--- config.mk ---
export PLATFORM = sky130hd
export DESIGN_NAME = imem_loader
export DESIGN_NICKNAME = d
export VERILOG_FILES = /design/src/rtl/imem_loader.sv
export SDC_FILE = /design/constraint.sdc
export NUM_CORES = 1
export LEC_CHECK = 0
export CAP_MARGIN = 10
export CORE_ASPECT_RATIO = 0.75
export CORE_MARGIN = 3
export CORE_UTILIZATION = 29
export DETAILED_ROUTE_END_ITERATION = 8
export GPL_ROUTABILITY_DRIVEN = 0
export MAX_ROUTING_LAYER = met4
export SKIP_LAST_GASP = 1
export SLEW_MARGIN = 10
export SYNTH_ARGS = -nofsm -noshare
export SYNTH_HDL_FRONTEND = slang
export SYNTH_SLANG_ARGS = --single-unit
--- constraint.sdc ---
create_clock -name clk -period 4.6 [get_ports clk]
set_clock_uncertainty 0.15 [all_clocks]
set_input_delay 0.92 -clock clk [delete_from_list [all_inputs] [get_ports clk]]
set_output_delay 0.92 -clock clk [all_outputs]
set_load 0.05 [all_outputs]
--- src/rtl/imem_loader.sv ---
// Boot-time instruction-memory loader.
// Byte stream: 16-bit word-count header, then MSB-first 32-bit words.
module imem_loader #(
    parameter int ADDR_W = 10,
    parameter int DATA_W = 32
) (
    input  logic              clk,
    input  logic              reset,
    input  logic              start,
    input  logic [7:0]        byte_in,
    input  logic              byte_valid,
    output logic              byte_ready,
    output logic              im_wr_en,
    output logic [ADDR_W-1:0] im_wr_addr,
    output logic [DATA_W-1:0] im_wr_data,
    output logic              cpu_reset,
    output logic              busy,
    output logic              done,
    output logic              error,
    output logic [ADDR_W:0]   words_loaded
);

    typedef enum logic [2:0] {
        S_IDLE,
        S_HDR0,
        S_HDR1,
        S_DATA,
        S_FLUSH,
        S_DONE,
        S_ERR
    } state_t;

    localparam logic [16:0]   MAX_WORDS = 17'(1) << ADDR_W;
    localparam logic [ADDR_W:0] WL_ONE  = {{ADDR_W{1'b0}}, 1'b1};

    state_t state, state_nx;

    logic [15:0]     count;
    logic [1:0]      byte_cnt;
    logic [23:0]     shift;
    logic [ADDR_W:0] wl;
    logic [ADDR_W:0] wl_inc;
    logic [15:0]     hdr_count;
    logic            accept;
    logic            start_ok;
    logic            word_done;
    logic            last_word;

    assign accept    = byte_valid && byte_ready;
    assign hdr_count = {count[15:8], byte_in};
    assign wl_inc    = wl + WL_ONE;
    assign last_word = ({{(15 - ADDR_W){1'b0}}, wl_inc} == count);
    assign word_done = accept && (state == S_DATA) && (byte_cnt == 2'd3);
    assign start_ok  = start && ((state == S_IDLE) ||
                                 (state == S_DONE) ||
                                 (state == S_ERR));

    always_comb begin
        state_nx   = state;
        byte_ready = 1'b0;
        busy       = 1'b0;
        done       = 1'b0;
        error      = 1'b0;
        cpu_reset  = 1'b1;
        unique case (state)
            S_IDLE: begin
                if (start) state_nx = S_HDR0;
            end
            S_HDR0: begin
                byte_ready = 1'b1;
                busy       = 1'b1;
                if (accept) state_nx = S_HDR1;
            end
            S_HDR1: begin
                byte_ready = 1'b1;
                busy       = 1'b1;
                if (accept) begin
                    if (hdr_count == 16'd0)
                        state_nx = S_DONE;
                    else if ({1'b0, hdr_count} > MAX_WORDS)
                        state_nx = S_ERR;
                    else
                        state_nx = S_DATA;
                end
            end
            S_DATA: begin
                byte_ready = 1'b1;
                busy       = 1'b1;
                if (word_done && last_word) state_nx = S_FLUSH;
            end
            S_FLUSH: begin
                busy     = 1'b1;
                state_nx = S_DONE;
            end
            S_DONE: begin
                done      = 1'b1;
                cpu_reset = 1'b0;
                if (start) state_nx = S_HDR0;
            end
            S_ERR: begin
                error = 1'b1;
                if (start) state_nx = S_HDR0;
            end
            default: state_nx = S_IDLE;
        endcase
    end

    always_ff @(posedge clk) begin
        if (reset) begin
            state      <= S_IDLE;
            count      <= '0;
            byte_cnt   <= '0;
            shift      <= '0;
            wl         <= '0;
            im_wr_en   <= 1'b0;
            im_wr_addr <= '0;
            im_wr_data <= '0;
        end else begin
            state    <= state_nx;
            im_wr_en <= 1'b0;
            if (start_ok) begin
                count      <= '0;
                byte_cnt   <= '0;
                shift      <= '0;
                wl         <= '0;
                im_wr_addr <= '0;
            end
            if (accept) begin
                unique case (state)
                    S_HDR0: count[15:8] <= byte_in;
                    S_HDR1: count[7:0]  <= byte_in;
                    S_DATA: begin
                        shift    <= {shift[15:0], byte_in};
                        byte_cnt <= byte_cnt + 2'd1;
                    end
                    default: ;
                endcase
            end
            // Strobe lands the cycle after the 4th byte; address is the pre-increment count.
            if (word_done) begin
                im_wr_en   <= 1'b1;
                im_wr_data <= DATA_W'({shift, byte_in});
                im_wr_addr <= wl[ADDR_W-1:0];
                wl         <= wl_inc;
            end
        end
    end

    assign words_loaded = wl;

endmodule

==> impl_metrics.json <==
{
  "status": "complete, no violations",
  "drive_gt1_frac": 0.0540,
  "dr.pass1.iters": 7,
  "worstMarginPinSlew_ns": 0.877,
  "io_buffer_count": 70,
  "end_kind": "output port",
  "synth_ff_type": "dfxtp_1",
  "netlist.area_leader.share": 0.482,
  "grt_pass1_wl_um": 17900,
  "final.setup.tns_ns": 0,
  "finalCritPeriodShare": 0.748,
  "track_usage": 0.146,
  "fmax_mhz": 291,
  "finalHoldViolations": 0,
  "syn_area_um2": 4110,
  "antenna_cells": 0,
  "setup_viol": 0,
  "overflow": 0,
  "slew_headroom": 0.413,
  "viasPerCell": 5.11,
  "cts_root_buf": "clkbuf_16",
  "die_width_um": 144,
  "ys_warn_count": 0,
  "drv_slew": 0,
  "layout_commonest_cell": "dfxtp_1",
  "grt_antenna_before_repair": 0,
  "grt_pass1_vias": 3535,
  "path_max_fanout": 13,
  "holdCritPathClass": "reg -> reg",
  "ctsResizeCount": 0,
  "leakagePower_nw": 1.75,
  "final_util": 0.376,
  "final_nets": 548,
  "syn_nets": 499,
  "antenna_left": 0,
  "drv_cap": 0,
  "synth_edf_count": 0,
  "finalPower_mw": 1.75,
  "hold_slack_ns": 0.302,
  "netlist_instances": 485,
  "rows": 37,
  "irDropWorstVdd_mv": 0.162,
  "post-cts-setup-buffers": 0,
  "drc": 0,
  "grt_max_degree": 48,
  "clock_latency_ns": 0.34,
  "cts.clk_slew.worst_paths_ns": 0.07,
  "fillers": 1398,
  "cts.sinks": 99,
  "cts_hold_buf": 0,
  "drt_iter0_drc": 296,
  "min_period_ns": 3.44,
  "crit_type": "reg -> out",
  "via_count": 3641,
  "io_pins": 71,
  "layout_common_cells": "dfxtp_1, nand2_1, clkdlybuf4s50_1",
  "yosysTopAreaCell": "dfxtp_1",
  "ys_ff_latch": 99,
  "clk_path_buf_depth": 2,
  "power.density_nw_per_um2": 337,
  "wl_um": 11000,
  "cts_tree": "done",
  "die_area_um2": 15700,
  "start_kind": "flop",
  "async_flop_share": 0,
  "yosysSeqAreaShare": 0.482,
  "cts_buffers": 9,
  "syn_area_per_cell_um2": 8.48,
  "die_h_um": 109,
  "dp_hpwl_um": 7610,
  "coreArea_um2": 13800,
  "cp.arrival_ns": 2.37,
  "synth_cell_types": 50,
  "start_util": 0.298,
  "rsz0062_at_grt": "false",
  "syn_to_final_growth_pct": 26.1,
  "netlist_top_cells_area": "dfxtp_1, a22oi_1, nand2_1, nor2_1, a21oi_1",
  "avgRoutedWirePerCell_um": 15.4,
  "required_ns": 3.53,
  "htreeDepth": 3
}
## layout make-up
type	count	area, um2	share of cell area
Sequential cell	99	1980	0.382
Multi-Input combinational cell	343	1950	0.375
Timing Repair Buffer	76	741	0.143
Clock buffer	9	225	0.0434
Tap cell	175	219	0.0422
Clock inverter	5	56.3	0.0109
Inverter	5	18.8	0.00362
## through the flow
stage / instance area, um2 / setup WS, ns / cells
after global placement: 4910 / 1.29 / 698
after floorplan: 4110 / 1.53 / 485
after CTS: 5190 / 1.16 / 712
after detailed placement: 4910 / 1.24 / 698
after global routing: 5190 / 0.994 / 712
final: 5190 / 1.16 / 712
## synthesized netlist by cell type, types with 2 or more instances
cell and count:
xnor2_1 8, a2111oi_2 2, nand2_1 76, nand3b_1 4, nor3_1 5, nand2b_1 3
nand3_1 6, o21ai_0 10, buf_4 2, o211ai_1 2, clkbuf_1 26, o21ai_1 8
a21oi_1 50, or3_1 4, a22o_1 12, and3_1 4, nor4_1 2, buf_2 7
inv_1 5, buf_1 2, ha_1 2, or4_1 4, dfxtp_1 99, a21o_1 3
o211a_1 2, nand4_1 2, xor2_1 5, nor2_1 67, a22oi_1 42
## final timing paths
| path | cells past startpoint | end | slack, ns | from |
|---|---|---|---|---|
| hold / removal | 2 | im_wr_data[8] | 0.30 | im_wr_data[8] |
| setup / recovery | 3 | error | 1.16 | state[2] |
| setup reg to reg | 7 | state[1] | 1.86 | words_loaded[0] |
| hold reg to reg | 2 | im_wr_data[8] | 0.30 | im_wr_data[8] |
## worst max-delay path, stage by stage (launching register included)
cell and delay [ns]:
dfxtp_1 0.61, inv_1 0.14, nor3b_1 0.40, clkdlybuf4s50_1 0.88
## layer usage
| layer | GRT usage | up-vias | part of all wire |
|---|---|---|---|
| li1 | - | 1791 | - |
| met1 | 0.201 | 1740 | 0.49 |
| met2 | 0.219 | 102 | 0.44 |
| met3 | 0.0324 | 8 | 0.055 |
| met4 | 0.0349 | 0 | 0.0094 |
| met5 | - | - | 0 |
## where the power goes
group / internal [mW] / switching (mW) / total (mW)
clock: 0.415 / 0.318 / 0.732
combinational: 0.0460 / 0.0920 / 0.138
sequential: 0.865 / 0.0149 / 0.880
## registers in the layout, summed over array words and instances (netlist names)
| signal | count |
|---|---|
| words_loaded | 11 |
| state | 3 |
| count | 16 |
| shift | 24 |
| byte_cnt | 2 |
| im_wr_en | 1 |
| im_wr_data | 32 |
| im_wr_addr | 10 |
## kinds of logic (layout without fill, tap and decap cells)
kind of cell,Yosys count,after routing,share of synthesized area
compound gates,138,138,0.224
xor+xnor,13,13,0.0277
fa+ha+maj,2,2,0.00608
buf+inv,43,95,0.0450
flops,99,99,0.482
mux,1,1,0.00243
simple gates,189,189,0.213
(Power assumes the default switching activity.)
